File: src/rtl/nr_div_pkg.sv
// Shared types and helpers for the sequential non-restoring divider.
// Optional signed support is enabled by defining NR_DIV_SIGNED_EN.
package nr_div_pkg;

  localparam int DEFAULT_WIDTH = 16;

  typedef enum logic [1:0] {
    IDLE,
    ITER,
    FIX,
    DONE
  } state_t;

  // Two's-complement magnitude of a value when negate is set; callers
  // truncate the result back to their own operand width.
  function automatic logic [31:0] abs_val(input logic [31:0] value, input logic negate);
    return negate ? (~value + 32'd1) : value;
  endfunction

endpackage

File: src/rtl/nr_div_step.sv
// One add/subtract row of the non-restoring divider, WIDTH+1 bits wide.
// The controller drives it with the shifted partial remainder while
// iterating, and with the raw partial remainder (sub=0) for the final fix.
module nr_div_step
  import nr_div_pkg::*;
#(
  parameter int WIDTH = DEFAULT_WIDTH
) (
  input  logic [WIDTH:0] p,
  input  logic [WIDTH:0] d,
  input  logic           sub,
  output logic [WIDTH:0] p_next,
  output logic           q_bit
);

  // Subtract or add the divisor; a non-negative result yields a 1 quotient bit
  always_comb begin
    p_next = sub ? (p - d) : (p + d);
    q_bit  = ~p_next[WIDTH];
  end

endmodule

File: src/rtl/nr_div_seq_ctrl.sv
// Sequential non-restoring divider controller: accepts operands on a
// valid/ready handshake, runs one shared add/subtract row per cycle for
// WIDTH cycles, corrects the remainder, and presents the result on a
// second valid/ready handshake.
// Defining NR_DIV_SIGNED_EN adds the is_signed request input and
// truncating signed division.
module nr_div_seq_ctrl
  import nr_div_pkg::*;
#(
  parameter int WIDTH = DEFAULT_WIDTH,
  parameter int CNT_W = $clog2(WIDTH + 1)
) (
  input  logic             clk,
  input  logic             rst,
  input  logic             in_valid,
  output logic             in_ready,
  input  logic [WIDTH-1:0] dividend,
  input  logic [WIDTH-1:0] divisor,
`ifdef NR_DIV_SIGNED_EN
  input  logic             is_signed,
`endif
  output logic             out_valid,
  input  logic             out_ready,
  output logic [WIDTH-1:0] quotient,
  output logic [WIDTH-1:0] remainder,
  output logic             div_by_zero,
  output logic             busy
);

  state_t           state;
  state_t           state_next;
  logic [CNT_W-1:0] cnt;
  logic [WIDTH:0]   p_reg;
  logic [WIDTH:0]   d_reg;
  logic [WIDTH-1:0] q_reg;
  logic [WIDTH:0]   step_p;
  logic [WIDTH:0]   step_p_next;
  logic             step_sub;
  logic             step_q_bit;
  logic [WIDTH-1:0] dividend_mag;
  logic [WIDTH-1:0] divisor_mag;
  logic [WIDTH-1:0] rem_fixed;

`ifdef NR_DIV_SIGNED_EN
  logic neg_q;
  logic neg_r;
  logic neg_q_load;
  logic neg_r_load;

  assign neg_r_load   = is_signed & dividend[WIDTH-1];
  assign neg_q_load   = is_signed & (dividend[WIDTH-1] ^ divisor[WIDTH-1]);
  assign dividend_mag = WIDTH'(abs_val(32'(dividend), neg_r_load));
  assign divisor_mag  = WIDTH'(abs_val(32'(divisor), is_signed & divisor[WIDTH-1]));
`else
  assign dividend_mag = dividend;
  assign divisor_mag  = divisor;
`endif

  // Magnitude remainder after correcting a negative partial remainder
  assign rem_fixed = p_reg[WIDTH] ? step_p_next[WIDTH-1:0] : p_reg[WIDTH-1:0];

  nr_div_step #(
    .WIDTH(WIDTH)
  ) u_step (
    .p     (step_p),
    .d     (d_reg),
    .sub   (step_sub),
    .p_next(step_p_next),
    .q_bit (step_q_bit)
  );

  // Feed the row with {P,Q}<<1 while iterating, otherwise with P for an add-back
  always_comb begin
    step_p   = p_reg;
    step_sub = 1'b0;
    if (state == ITER) begin
      step_p   = {p_reg[WIDTH-1:0], q_reg[WIDTH-1]};
      step_sub = ~p_reg[WIDTH];
    end
  end

  // State register
  always_ff @(posedge clk) begin
    if (rst) begin
      state <= IDLE;
    end else begin
      state <= state_next;
    end
  end

  // Next-state and handshake outputs
  always_comb begin
    state_next = state;
    in_ready   = 1'b0;
    out_valid  = 1'b0;
    busy       = 1'b1;
    unique case (state)
      IDLE: begin
        in_ready = 1'b1;
        busy     = 1'b0;
        if (in_valid) begin
          state_next = (divisor == '0) ? DONE : ITER;
        end
      end
      ITER: begin
        if (cnt == CNT_W'(1)) begin
          state_next = FIX;
        end
      end
      FIX: begin
        state_next = DONE;
      end
      DONE: begin
        out_valid = 1'b1;
        if (out_ready) begin
          state_next = IDLE;
        end
      end
      default: begin
        state_next = IDLE;
      end
    endcase
  end

  // Datapath: operand load, one row per iteration, final fix-up into the result registers
  always_ff @(posedge clk) begin
    if (rst) begin
      cnt         <= '0;
      p_reg       <= '0;
      d_reg       <= '0;
      q_reg       <= '0;
      quotient    <= '0;
      remainder   <= '0;
      div_by_zero <= 1'b0;
`ifdef NR_DIV_SIGNED_EN
      neg_q       <= 1'b0;
      neg_r       <= 1'b0;
`endif
    end else begin
      unique case (state)
        IDLE: begin
          if (in_valid) begin
            if (divisor == '0) begin
              quotient    <= '1;
              remainder   <= dividend;
              div_by_zero <= 1'b1;
            end else begin
              p_reg <= '0;
              q_reg <= dividend_mag;
              d_reg <= {1'b0, divisor_mag};
              cnt   <= CNT_W'(WIDTH);
`ifdef NR_DIV_SIGNED_EN
              neg_q <= neg_q_load;
              neg_r <= neg_r_load;
`endif
            end
          end
        end
        ITER: begin
          p_reg <= step_p_next;
          q_reg <= {q_reg[WIDTH-2:0], step_q_bit};
          cnt   <= cnt - CNT_W'(1);
        end
        FIX: begin
          p_reg       <= p_reg[WIDTH] ? step_p_next : p_reg;
          div_by_zero <= 1'b0;
`ifdef NR_DIV_SIGNED_EN
          quotient    <= neg_q ? (-q_reg) : q_reg;
          remainder   <= neg_r ? (-rem_fixed) : rem_fixed;
`else
          quotient    <= q_reg;
          remainder   <= rem_fixed;
`endif
        end
        default: begin
        end
      endcase
    end
  end

endmodule

File: config.mk
export PLATFORM = sky130hd
export DESIGN_NAME = nr_div_seq_ctrl
export DESIGN_NICKNAME = d
export VERILOG_FILES = /design/src/rtl/nr_div_pkg.sv /design/src/rtl/nr_div_step.sv /design/src/rtl/nr_div_seq_ctrl.sv
export SDC_FILE = /design/constraint.sdc
export NUM_CORES = 1
export LEC_CHECK = 0
export CAP_MARGIN = 20
export CORE_ASPECT_RATIO = 0.7
export CORE_MARGIN = 3
export CORE_UTILIZATION = 57
export CTS_BUF_LIST = sky130_fd_sc_hd__clkbuf_4
export CTS_CLUSTER_DIAMETER = 120
export DETAILED_ROUTE_END_ITERATION = 16
export PLACE_DENSITY = 0.92
export SLEW_MARGIN = 30
export SYNTH_ARGS = -nofsm -noshare
export SYNTH_HDL_FRONTEND = slang
export SYNTH_SLANG_ARGS = --single-unit
File: constraint.sdc
create_clock -name clk -period 4.2 [get_ports clk]
set_input_delay 0.42 -clock clk [delete_from_list [all_inputs] [get_ports clk]]
set_output_delay 0.42 -clock clk [all_outputs]
set_load 0.03 [all_outputs]
==> impl_metrics.py <==
metrics = {
    "floorplanning": {
        "core_area_um2": 9144,
        "die_y_um": 87.48,
        "ioPinCount": 72,
        "dieArea_um2": 10710,
        "dieWidth_um": 122.4,
        "num_rows": 29,
        "initial_core_util_pct": 59.11,
    },
    "placement": {
        "io_buffer_count": 71,
        "dp_hpwl_um": 11150,
        "gp_congestion": 0.9544,
        "pre_cts_ws_ns": 0.4397,
        "placed_cell_area_um2": 6186,
    },
    "power": {
        "worst_ir_drop_vdd_v": 0.0004211,
        "clkPwrFrac_pct": 12.4,
        "switching_power_mw": 2.183,
        "switching_share_pct": 48.00,
        "p_leak_nw": 2.317,
        "p_seq_share_pct": 27.2,
        "internal_power_mw": 2.365,
        "cellPowerDensity_nw_per_um2": 716.0,
        "p_comb_share_pct": 60.4,
        "power_mw": 4.548,
    },
    "clock_network": {
        "ctsResizeCount": 0,
        "cts.htree.levels": 3,
        "cts_tree": "done",
        "postCtsSetupBuffers": 0,
        "cts_hold_buf": 0,
        "cts_buffers": 9,
        "cts_num_sinks": 89,
        "clk_pin_slew_ns": 0.15,
        "insertion_delay_ns": 0.45,
        "cts-root-buf": "clkbuf_4",
        "clock_path_buffers": 2,
    },
    "grt": {
        "grt_max_degree": 50,
        "overflow": 0,
        "grt_antenna_before_repair": 0,
        "grt_pass1_wl_um": 24530,
        "gr-usage-all-layers_pct": 28.79,
        "grt_pass1_vias": 5001,
    },
    "cells_and_area": {
        "area_delta_synth_final_pct": 17.52,
        "largest_reg_flops": 17,
        "fillers": 733,
        "nets": 777,
        "drive_gt1_share_pct": 6.935,
        "n_antenna_cell": 0,
        "final_cell_area_um2": 6352,
        "fin_util_pct": 69.47,
    },
    "critical_path": {
        "cpMaxStageDelayCell": "a2111oi_0",
        "worst-setup-path-type": "flop to flop",
        "cp.required_ns": 4.58,
        "cp-start-kind": "flop",
        "slowest_delay_ns": 0.58,
        "cp-end-kind": "flop",
        "cp_cell_sequence": "inv_1, ha_1, nor4b_1, nand3_1, o41ai_1, xor2_1, ha_1, nand2_1, or2_0, a2111oi_0, or3_1, a21oi_1, o31ai_1",
        "critPathTopFamily": "compound AO/OA/AOI/OAI gates",
        "arrival_ns": 4.28,
        "path_buf_inv": 1,
        "crit_path_max_fanout": 8,
        "crit_top_cell": "ha_1",
    },
    "synth": {
        "synth_area_per_cell_um2": 8.116,
        "synth_warnings": 0,
        "synthCells": 666,
        "yosysUniqueCellTypes": 68,
        "synth_edf_count": 0,
        "synth_fp_nets": 727,
        "synth-seq-cells": 89,
        "ys_async_sr_fraction_pct": 0,
        "yosysSeqAreaShare_pct": 32.96,
        "netlist_area_um2": 5405,
        "synth_ff_type": "dfxtp_1",
    },
    "timing": {
        "slew_headroom_pct": 40.51,
        "setup_slack_ns": 0.2931,
        "fin_skew_ns": 0.01039,
        "min_period_ns": 3.907,
        "tightest_slew_ns": 0.8830,
        "max_freq_mhz": 256.0,
        "finalCritPeriodShare_pct": 93.02,
        "maxSlewViolCount": 0,
        "rsz0062_at_grt": "no",
        "setup_violations": 0,
        "timing.setup.tns_ns": 0,
        "hold_viol": 0,
    },
    "route": {
        "ant_nets": 0,
        "viasPerCell": 6.346,
        "vias": 5362,
        "wire_per_inst_um": 17.94,
        "finalWirelength_um": 15160,
        "detail_route.iter0.violations": 540,
        "drc": 0,
        "drt_pass1_iterations": 5,
    },
    "worst_hold_path": {
        "hold_path.class": "flop to flop",
    },
    "job": {
        "max_cap_violations": 0,
    },
    "run_status": {
        "status": "finished, final reports clean",
    },
}
## area by class of cell
| type | count | area [um2] | area share (%) |
|---|---|---|---|
| Timing Repair Buffer | 80 | 785.8 | 12.37 |
| Inverter | 23 | 86.33 | 1.359 |
| Multi-Input combinational cell | 513 | 3378 | 53.18 |
| Sequential cell | 89 | 1782 | 28.05 |
| Clock inverter | 6 | 90.09 | 1.418 |
| Clock buffer | 10 | 75.07 | 1.182 |
| Tap cell | 124 | 155.1 | 2.442 |
## synth_stat cells, drive strengths merged (6+ instances only)
cell	number	share of area (%)
a211oi	25	3.6
a21o	6	0.83
a21oi	35	3.3
a31oi	12	1.4
buf	18	1.7
clkbuf	23	1.6
dfxtp	89	33
ha	24	5.6
inv	22	1.5
mux2	7	1.5
mux2i	40	7.4
nand2	38	2.6
nand3	9	0.83
nand4	6	0.69
nor2	102	7.1
nor2b	10	1.2
nor3	25	2.4
nor3b	20	2.8
nor4	9	1.2
o21a	6	0.83
o21ai	40	3.7
o31ai	7	1.2
or3	7	0.81
xnor2	11	1.8
xor2	9	1.5
## cells in the final DEF (no fill, tap or decap), types with 7 or more instances in the layout
master and instances:
a211oi_1 24, a21oi_1 34, a31oi_1 11, buf_4 8, clkbuf_4 10, clkdlybuf4s50_1 70
dfxtp_1 89, ha_1 23, inv_1 22, mux2i_1 40, nand2_1 38, nand3_1 9
nor2_1 102, nor2b_1 10, nor3_1 24, nor3b_1 20, nor4_1 8, o21ai_0 35
or3_1 7, xnor2_1 11, xor2_1 9
## worst min-delay path, stage by stage (launching register included)
cell and delay, ns:
dfxtp_1 0.34, nand2_1 0.05, a21oi_1 0.05
## logic make-up after synthesis
logic type / Yosys count / share of synthesized area (%)
compound gates: 172 / 21.34
mux: 47 / 8.866
simple gates: 249 / 22.80
flops: 89 / 32.96
fa+ha+maj: 25 / 5.926
buf+inv: 64 / 4.861
xor+xnor: 20 / 3.241
## path summary, 6_finish.rpt
check,slack (ns),to,startpoint,cells after the start
worst max-delay path,0.29,remainder[13],d_reg[0],13
worst max register to register,0.29,remainder[13],d_reg[0],13
worst min-delay path,0.47,remainder[2],remainder[2],2
worst min register to register,0.47,remainder[2],remainder[2],2
## power groups by stage
| stage | Sequential (mW) | Combinational, mW | Clock, mW |
|---|---|---|---|
| CTS | 1.23 | 2.70 | 0.570 |
| finish | 1.24 | 2.75 | 0.562 |
| global placement | 1.23 | 2.62 | 0 |
| floorplan | 1.34 | 1.87 | 0 |
| global route | 1.26 | 2.98 | 0.604 |
| detailed placement | 1.25 | 2.68 | 0 |
## through the flow
stage / std cells / hold slack (ns)
after floorplan: 666 / 0.4451
after global placement: 829 / 0.4466
after detailed placement: 829 / 0.4563
after CTS: 845 / 0.4754
after global routing: 845 / 0.5045
final: 845 / 0.4693
## per-layer routing
layer  vias up  part of all wire (%)  GRT usage [%]  wire (um)
li1       2537                     -              -          -
met1      2538                    43          38.56       6582
met2       259                    46          46.71       7042
met3        28                   8.6          6.688       1306
met4         0                   1.5          8.130        227
met5         -                     0              0          0
Power figures use the tool's default switching activity.
